**config.mk**
```make
export PLATFORM = sky130hd
export DESIGN_NAME = hamming_secded_decoder_pipe_flat
export DESIGN_NICKNAME = d
export VERILOG_FILES = /design/src/rtl/hamming_secded_decoder_pipe_if.sv /design/src/rtl/hamming_secded_decoder_pipe.sv /design/src/flat_wrapper.sv
export SDC_FILE = /design/constraint.sdc
export NUM_CORES = 1
export LEC_CHECK = 0
export BUFFER_PORTS_ARGS = -buffer_cell sky130_fd_sc_hd__buf_2
export CAP_MARGIN = 20
export CORE_UTILIZATION = 48
export DETAILED_ROUTE_END_ITERATION = 16
export PLACE_DENSITY = 0.76
export SLEW_MARGIN = 25
export SYNTH_ARGS = -nofsm -noshare
export SYNTH_HDL_FRONTEND = slang
export SYNTH_SLANG_ARGS = --single-unit
```
**constraint.sdc**
```tcl
create_clock -name clk -period 1.7 [get_ports clk]
set_input_delay 0.34 -clock clk [delete_from_list [all_inputs] [get_ports clk]]
set_output_delay 0.34 -clock clk [all_outputs]
set_load 0.02 [all_outputs]
```
**src/rtl/hamming_secded_decoder_pipe_if.sv**
```systemverilog
// ============================================================================
// hamming_secded_decoder_pipe_if : stream and status bundle for the SECDED decoder
// Rev 1.0
// ============================================================================
`default_nettype none

interface hamming_secded_decoder_pipe_if #(
    parameter int DATA_W = 11,
    parameter int CNT_W  = 16
);
    function automatic int calc_par_w(input int dw);
        int r;
        r = 1;
        while ((1 << r) < dw + r + 1) r = r + 1;
        return r;
    endfunction

    localparam int PAR_W  = calc_par_w(DATA_W);
    localparam int CODE_W = DATA_W + PAR_W + 1;

    logic              in_valid;
    logic              in_ready;
    logic [CODE_W-1:0] in_code;
    logic              out_valid;
    logic              out_ready;
    logic [CODE_W-1:0] out_code;
    logic [DATA_W-1:0] out_data;
    logic              out_sed;
    logic              out_ded;
    logic [PAR_W:0]    out_err_pos;
    logic              clr_cnt;
    logic [CNT_W-1:0]  sec_cnt;
    logic [CNT_W-1:0]  ded_cnt;
    logic              first_err_vld;
    logic [PAR_W:0]    first_err_syn;

    modport master (
        output in_valid, in_code, out_ready, clr_cnt,
        input  in_ready, out_valid, out_code, out_data, out_sed, out_ded,
               out_err_pos, sec_cnt, ded_cnt, first_err_vld, first_err_syn
    );

    modport slave (
        input  in_valid, in_code, out_ready, clr_cnt,
        output in_ready, out_valid, out_code, out_data, out_sed, out_ded,
               out_err_pos, sec_cnt, ded_cnt, first_err_vld, first_err_syn
    );
endinterface

`default_nettype wire

```
**src/rtl/hamming_secded_decoder_pipe.sv**
```systemverilog
// ============================================================================
// hamming_secded_decoder_pipe : 2-stage extended-Hamming SECDED decoder with
// saturating SEC/DED counters; HAMMING_DEC_ERR_LOG_EN adds a first-error log.
// Rev 1.0
// ============================================================================
`default_nettype none

module hamming_secded_decoder_pipe #(
    parameter int DATA_W = 11,
    parameter int CNT_W  = 16
) (
    input  logic                          clk,
    input  logic                          rst_n,
    hamming_secded_decoder_pipe_if.slave  bus
);
    function automatic int calc_par_w(input int dw);
        int r;
        r = 1;
        while ((1 << r) < dw + r + 1) r = r + 1;
        return r;
    endfunction

    localparam int               PAR_W    = calc_par_w(DATA_W);
    localparam int               CODE_W   = DATA_W + PAR_W + 1;
    localparam logic [PAR_W:0]   CODE_W_V = (PAR_W + 1)'(CODE_W);
    localparam logic [CNT_W-1:0] CNT_MAX  = {CNT_W{1'b1}};

    // Codeword position of payload bit idx: the idx-th non-power-of-two position >= 3.
    function automatic int data_pos(input int idx);
        int cnt;
        int res;
        cnt = 0;
        res = 0;
        for (int p = 3; p < CODE_W; p++) begin
            if ((p & (p - 1)) != 0) begin
                if (cnt == idx) res = p;
                cnt = cnt + 1;
            end
        end
        return res;
    endfunction

    logic              ready_en_q;
    logic              s1_vld_q;
    logic [CODE_W-1:0] s1_code_q;
    logic              s2_vld_q;
    logic [CODE_W-1:0] code_q;
    logic [DATA_W-1:0] data_q;
    logic              sed_q;
    logic              ded_q;
    logic [PAR_W:0]    pos_q;
    logic [CNT_W-1:0]  sec_cnt_q;
    logic [CNT_W-1:0]  ded_cnt_q;

    logic [PAR_W-1:0]  syn_d;
    logic              ov_d;
    logic              sec_d;
    logic              ded_d;
    logic [PAR_W:0]    pos_d;
    logic [CODE_W-1:0] corr_d;
    logic [DATA_W-1:0] data_d;

    logic in_fire;
    logic out_fire;
    logic s2_load;

    assign out_fire     = s2_vld_q & bus.out_ready;
    assign s2_load      = s1_vld_q & (~s2_vld_q | bus.out_ready);
    // ready_en_q keeps in_ready low throughout reset and for the first edge after it.
    assign bus.in_ready = ready_en_q & (~s1_vld_q | s2_load);
    assign in_fire      = bus.in_valid & bus.in_ready;

    always_ff @(posedge clk or negedge rst_n) begin
        if (!rst_n) begin
            ready_en_q <= 1'b0;
            s1_vld_q   <= 1'b0;
            s1_code_q  <= '0;
        end else begin
            ready_en_q <= 1'b1;
            if (in_fire) begin
                s1_vld_q  <= 1'b1;
                s1_code_q <= bus.in_code;
            end else if (s2_load) begin
                s1_vld_q  <= 1'b0;
            end
        end
    end

    always_comb begin
        syn_d = '0;
        for (int p = 1; p < CODE_W; p++) begin
            for (int k = 0; k < PAR_W; k++) begin
                if (((p >> k) & 1) == 1) syn_d[k] = syn_d[k] ^ s1_code_q[p];
            end
        end
    end

    assign ov_d   = ^s1_code_q;
    // A syndrome pointing past the last bit cannot be a single error.
    assign sec_d  = ov_d & ({1'b0, syn_d} < CODE_W_V);
    assign ded_d  = (~ov_d & (syn_d != '0)) | (ov_d & ~sec_d);
    assign pos_d  = sec_d ? {1'b0, syn_d} : '0;
    assign corr_d = s1_code_q ^ (sec_d ? (CODE_W'(1) << syn_d) : '0);

    for (genvar i = 0; i < DATA_W; i++) begin : g_data
        assign data_d[i] = corr_d[data_pos(i)];
    end

    always_ff @(posedge clk or negedge rst_n) begin
        if (!rst_n) begin
            s2_vld_q <= 1'b0;
            code_q   <= '0;
            data_q   <= '0;
            sed_q    <= 1'b0;
            ded_q    <= 1'b0;
            pos_q    <= '0;
        end else if (s2_load) begin
            s2_vld_q <= 1'b1;
            code_q   <= corr_d;
            data_q   <= data_d;
            sed_q    <= sec_d;
            ded_q    <= ded_d;
            pos_q    <= pos_d;
        end else if (out_fire) begin
            s2_vld_q <= 1'b0;
        end
    end

    always_ff @(posedge clk or negedge rst_n) begin
        if (!rst_n) begin
            sec_cnt_q <= '0;
            ded_cnt_q <= '0;
        end else if (bus.clr_cnt) begin
            sec_cnt_q <= '0;
            ded_cnt_q <= '0;
        end else if (out_fire) begin
            if (sed_q && (sec_cnt_q != CNT_MAX)) sec_cnt_q <= sec_cnt_q + 1'b1;
            if (ded_q && (ded_cnt_q != CNT_MAX)) ded_cnt_q <= ded_cnt_q + 1'b1;
        end
    end

    assign bus.out_valid   = s2_vld_q;
    assign bus.out_code    = code_q;
    assign bus.out_data    = data_q;
    assign bus.out_sed     = sed_q;
    assign bus.out_ded     = ded_q;
    assign bus.out_err_pos = pos_q;
    assign bus.sec_cnt     = sec_cnt_q;
    assign bus.ded_cnt     = ded_cnt_q;

`ifdef HAMMING_DEC_ERR_LOG_EN
    logic           log_vld_q;
    logic [PAR_W:0] log_syn_q;
    logic [PAR_W:0] s2_syn_q;

    always_ff @(posedge clk or negedge rst_n) begin
        if (!rst_n) begin
            s2_syn_q <= '0;
        end else if (s2_load) begin
            s2_syn_q <= {ov_d, syn_d};
        end
    end

    always_ff @(posedge clk or negedge rst_n) begin
        if (!rst_n) begin
            log_vld_q <= 1'b0;
            log_syn_q <= '0;
        end else if (bus.clr_cnt) begin
            log_vld_q <= 1'b0;
            log_syn_q <= '0;
        end else if (out_fire && (sed_q || ded_q) && !log_vld_q) begin
            log_vld_q <= 1'b1;
            log_syn_q <= s2_syn_q;
        end
    end

    assign bus.first_err_vld = log_vld_q;
    assign bus.first_err_syn = log_syn_q;
`else
    assign bus.first_err_vld = 1'b0;
    assign bus.first_err_syn = '0;
`endif

endmodule

`default_nettype wire
```
**src/flat_wrapper.sv**
```systemverilog
// flat-port wrapper written by rule: the top's interface ports become plain ports
module hamming_secded_decoder_pipe_flat 
#(
    parameter int DATA_W = 11,
    parameter int CNT_W  = 16
)
  (clk, rst_n, bus_in_valid, bus_in_code, bus_out_ready, bus_clr_cnt, bus_in_ready, bus_out_valid, bus_out_code, bus_out_data, bus_out_sed, bus_out_ded, bus_out_err_pos, bus_sec_cnt, bus_ded_cnt, bus_first_err_vld, bus_first_err_syn);
  hamming_secded_decoder_pipe_if #(.DATA_W(DATA_W), .CNT_W(CNT_W)) bus_i ();
  input  logic clk;
  input  logic rst_n;
  input wire logic [$bits(bus_i.in_valid)-1:0] bus_in_valid;
  input wire logic [$bits(bus_i.in_code)-1:0] bus_in_code;
  input wire logic [$bits(bus_i.out_ready)-1:0] bus_out_ready;
  input wire logic [$bits(bus_i.clr_cnt)-1:0] bus_clr_cnt;
  output wire logic [$bits(bus_i.in_ready)-1:0] bus_in_ready;
  output wire logic [$bits(bus_i.out_valid)-1:0] bus_out_valid;
  output wire logic [$bits(bus_i.out_code)-1:0] bus_out_code;
  output wire logic [$bits(bus_i.out_data)-1:0] bus_out_data;
  output wire logic [$bits(bus_i.out_sed)-1:0] bus_out_sed;
  output wire logic [$bits(bus_i.out_ded)-1:0] bus_out_ded;
  output wire logic [$bits(bus_i.out_err_pos)-1:0] bus_out_err_pos;
  output wire logic [$bits(bus_i.sec_cnt)-1:0] bus_sec_cnt;
  output wire logic [$bits(bus_i.ded_cnt)-1:0] bus_ded_cnt;
  output wire logic [$bits(bus_i.first_err_vld)-1:0] bus_first_err_vld;
  output wire logic [$bits(bus_i.first_err_syn)-1:0] bus_first_err_syn;
  assign bus_i.in_valid = bus_in_valid;
  assign bus_i.in_code = bus_in_code;
  assign bus_i.out_ready = bus_out_ready;
  assign bus_i.clr_cnt = bus_clr_cnt;
  assign bus_in_ready = bus_i.in_ready;
  assign bus_out_valid = bus_i.out_valid;
  assign bus_out_code = bus_i.out_code;
  assign bus_out_data = bus_i.out_data;
  assign bus_out_sed = bus_i.out_sed;
  assign bus_out_ded = bus_i.out_ded;
  assign bus_out_err_pos = bus_i.out_err_pos;
  assign bus_sec_cnt = bus_i.sec_cnt;
  assign bus_ded_cnt = bus_i.ded_cnt;
  assign bus_first_err_vld = bus_i.first_err_vld;
  assign bus_first_err_syn = bus_i.first_err_syn;
  hamming_secded_decoder_pipe #(.DATA_W(DATA_W), .CNT_W(CNT_W)) u_core (.clk(clk), .rst_n(rst_n), .bus(bus_i));
endmodule
```
==> key figures <==
Status
  • Status: complete, but fails checks
  • Failing checks: negative setup slack

Route
  • Vias per Instance: 5.55
  • Starting DRT DRC Count: 214
  • Via count: 3,590
  • Drt pass-1 iters: 5
  • Post-route ant nets: 0
  • Drc violations: 0
  • Routed len/inst: 17.5 um
  • Final wirelength: 11.3 mm

Global route
  • Vias in the first global route: 3,487
  • Initial antenna violation count: 0
  • First-pass GRT wire length: 16.6 mm
  • Total grt overflow: 0
  • Total track usage: 25.6%
  • Largest net degree at the start of global routing: 69

Pwr
  • Sequential power share: 26.2%
  • Tot Pwr: 8.97 mW
  • Switching power: 3.70 mW
  • Leakage: 2.62 nW
  • Switch share: 41.3%
  • Max VDD drop: 0.00108 V
  • Combinational share of power: 56.1%
  • Int Pwr: 5.26 mW
  • Clk pwr share: 17.7%
  • Pwr/cell area: 1550 nW/um^2

Critical path
  • Sequence of cells on the critical path: xnor2_4 > buf_12 > xnor2_4 > and2_4 > a22oi_2 > o21ai_0 > a31oi_1
  • Crit path kind: reg2reg
  • Crit-path max FO: 8
  • Setup slack, reg-to-reg: -0.37 ns
  • Worst Setup EP: u_core.bus.out_data[7]
  • CP peak stage delay: 0.48 ns
  • RR Startpoint: u_core.s1_code_q[5]
  • Crit path buffers/inverters: 1
  • Reg2reg path depth: 7
  • Crit path DAT: 2.34 ns
  • Crit-path slowest cell: dfrtp_2
  • RR Endpoint: u_core.bus.out_data[7]
  • Setup crit end kind: flip-flop
  • Worst EP required: 1.98 ns
  • Crit path max-delay family: compound AO/OA/AOI/OAI gates
  • Crit path from: u_core.s1_code_q[5]
  • Startpoint Class: flip-flop
  • Instance count on the critical path: 7
  • Cell repeated most along the worst path: xnor2_4

Clock tree
  • Sink Count: 73
  • Clock buffer depth: 2
  • Worst-Skew Late Latency: 0.36 ns
  • Htree depth: 3
  • Clk root buf: clkbuf_8
  • CTS tree: built
  • CTS Buf Count: 9
  • Clock transition at the registers of the reported paths: 0.08 ns

Floorplanning
  • Die Ht: 92.0 um
  • Die area: 8470 sq um
  • Core Footprint: 7770 sq um
  • Ports: 95
  • Die width: 92.0 um
  • Initial Utilization: 50.1%
  • Num rows: 32

Placement
  • Placed cells: 604
  • Buffers on Ports: 87
  • Final GP Congestion: 0.833
  • Post-DP HPWL: 6.54 mm

Timing
  • Fin Hold WS: 0.188 ns
  • Tcrit/Tclk final: 121%
  • Post-route setup slack: -0.365 ns
  • Normalized max-slew margin: 60.5%
  • Final hold vios: 0
  • Slew @ Worst Pin: 0.592 ns
  • Max Freq: 484 MHz
  • Final setup violation count: 21
  • Fin. max-slew vios: 0
  • Unrepaired setup endpoints after global routing: true
  • Clock period minus worst slack: 2.07 ns
  • Clock skew: 0.0101 ns

Yosys
  • Synthesized instance count: 383
  • EDFF count, synth: 0
  • Seq/Total Area, Yosys: 47.0%
  • Syn. warnings: 0
  • #FFs+latches synth: 73
  • Top_reg_cell synth: dfrtp_1
  • Ys async rst share: 100%
  • Syn avg cell area: 10.2 sq um
  • Synthesized area: 3890 sq um
  • Yosys cell types: 43

Final layout
  • Antenna cells: 0
  • Final std cells w/o fill: 647
  • Fin util: 74.4%
  • Final nets: 563
  • Share of layout cells above drive strength 1: 49.4%
  • Layout area overhead: 48.5%

Run
  • Max_cap viols: 0

Worst hold path
  • Worst hold-check path type: in2reg
==> cells by family (layout without fill, tap and decap cells) <==
family,count (synthesis),in the layout,share of synthesized area (%)
AND/OR/NAND/NOR,150,150,19.1
flip-flops,73,73,47.0
XOR/XNOR,55,55,14.0
AO/OA/AOI/OAI,50,51,8.20
buffers and inverters,28,183,4.44
multiplexers,23,23,6.47
adder cells (fa/ha/maj),2,2,0.643
other,2,8,0.193
==> how the worst min path moves through the flow <==
stage                     depth (start not counted)                     to       startpoint
after floorplan                                   0  u_core.bus.ded_cnt[0]            rst_n
after global placement                            1  u_core.bus.sec_cnt[4]            rst_n
after detailed placement                          1  u_core.bus.sec_cnt[4]            rst_n
after CTS                                         2   u_core.s1_code_q[12]  bus_in_code[12]
after global routing                              2    u_core.s1_code_q[9]   bus_in_code[9]
final                                             2    u_core.s1_code_q[3]   bus_in_code[3]
==> timing repair <==
action / in CTS / in global routing
pin swaps: 20 / 43
cloned: 1 / 0
setup endpoints to repair: 27 / 44
endpoints found under the hold margin: 5 / 0
resized for setup: 48 / 56
hold buffers: 1 / 0
setup buffers: 14 / 13
==> flip-flops by register name, summed over array words and instances, names as in the netlist <==
signal	flops
u_core.bus.ded_cnt	16
u_core.s1_vld_q	1
u_core.bus.out_err_pos	4
u_core.ready_en_q	1
u_core.bus.out_sed	1
u_core.bus.out_ded	1
u_core.bus.out_valid	1
u_core.s1_code_q	16
u_core.bus.sec_cnt	16
u_core.bus.out_data	11
u_core.bus.out_code	5
==> cells in the final DEF (no fill, tap or decap), types with 5 or more instances in the layout <==
| master | netlist | final |
|---|---|---|
| or3_1 | 17 | 17 |
| clkbuf_8 | 0 | 11 |
| buf_4 | 18 | 70 |
| buf_2 | 0 | 86 |
| dfrtp_2 | 0 | 13 |
| o21ai_0 | 15 | 14 |
| dfrtp_1 | 73 | 60 |
| and2_4 | 0 | 5 |
| nor2_1 | 59 | 55 |
| buf_6 | 0 | 5 |
| xnor2_4 | 1 | 11 |
| a31oi_1 | 16 | 16 |
| nand3_1 | 14 | 11 |
| nand2_1 | 19 | 16 |
| conb_1 | 2 | 8 |
| xor2_1 | 25 | 22 |
| xnor2_2 | 6 | 12 |
| mux2_1 | 16 | 16 |
| nand4_1 | 12 | 12 |
| xnor2_1 | 23 | 7 |
==> stage by stage <==
step                cell area [sq um]  setup TNS (ns)  setup slack [ns]
global placement                 4790           -4.94            -0.329
detailed placement               4790           -5.95            -0.388
floorplan                        3980           -1.23           -0.0888
global route                     5780           -8.02            -0.439
finish                           5780           -6.28            -0.365
CTS                              5390           -3.79            -0.227
==> cell type report <==
type | count | area, sq um
Fill cell | 521 | 1990
Clock buffer | 11 | 151
Multi-Input combinational cell | 289 | 2490
Inverter | 2 | 7.51
Clock inverter | 5 | 77.6
Tap cell | 102 | 128
Sequential cell | 73 | 1840
Timing Repair Buffer | 165 | 1080
==> worst reg2reg max path: stages, from the launching register on <==
cell and delay, ns:
dfrtp_2 0.48, xnor2_4 0.32, buf_12 0.16, xnor2_4 0.08, and2_4 0.19, a22oi_2 0.35
o21ai_0 0.21, a31oi_1 0.21
==> routing by layer <==
metal | routed length (um) | track usage (%) | part of all wire (%)
met2 | 5910 | 44.7 | 52
met3 | 702 | 4.64 | 6.2
met4 | 409 | 12.9 | 3.6
met5 | 0 | 0 | 0
met1 | 4290 | 30.0 | 38
==> cells in the mapped netlist, drive strengths merged, types with 2 or more instances <==
| master | n | area (sq um) |
|---|---|---|
| ha | 2 | 25.0 |
| mux2i | 6 | 60.1 |
| inv | 2 | 7.51 |
| nor2 | 59 | 221 |
| nand4 | 12 | 75.1 |
| nor3 | 4 | 25.0 |
| dfrtp | 73 | 1830 |
| nand2 | 19 | 71.3 |
| xnor2 | 30 | 327 |
| and2 | 6 | 37.5 |
| a22o | 2 | 17.5 |
| and3 | 5 | 31.3 |
| xor2 | 25 | 219 |
| a22oi | 3 | 27.5 |
| nand3 | 14 | 70.1 |
| a21oi | 4 | 23.8 |
| mux2 | 17 | 191 |
| buf | 19 | 139 |
| and4 | 5 | 43.8 |
| o21ai | 19 | 95.1 |
| nand2b | 2 | 12.5 |
| or3 | 17 | 106 |
| conb | 2 | 7.51 |
| nor2b | 4 | 25.0 |
| clkbuf | 7 | 26.3 |
| a31oi | 16 | 100 |
==> power by group through the flow <==
| stage | Clock, mW | Sequential [mW] | Combinational (mW) |
|---|---|---|---|
| detailed placement | 0 | 2.31 | 3.20 |
| CTS | 1.60 | 2.33 | 4.02 |
| finish | 1.59 | 2.35 | 5.03 |
| floorplan | 0 | 2.55 | 1.96 |
| global route | 1.69 | 2.37 | 5.29 |
| global placement | 0 | 2.30 | 3.10 |
Note: power is estimated with default switching activity, not from simulation.
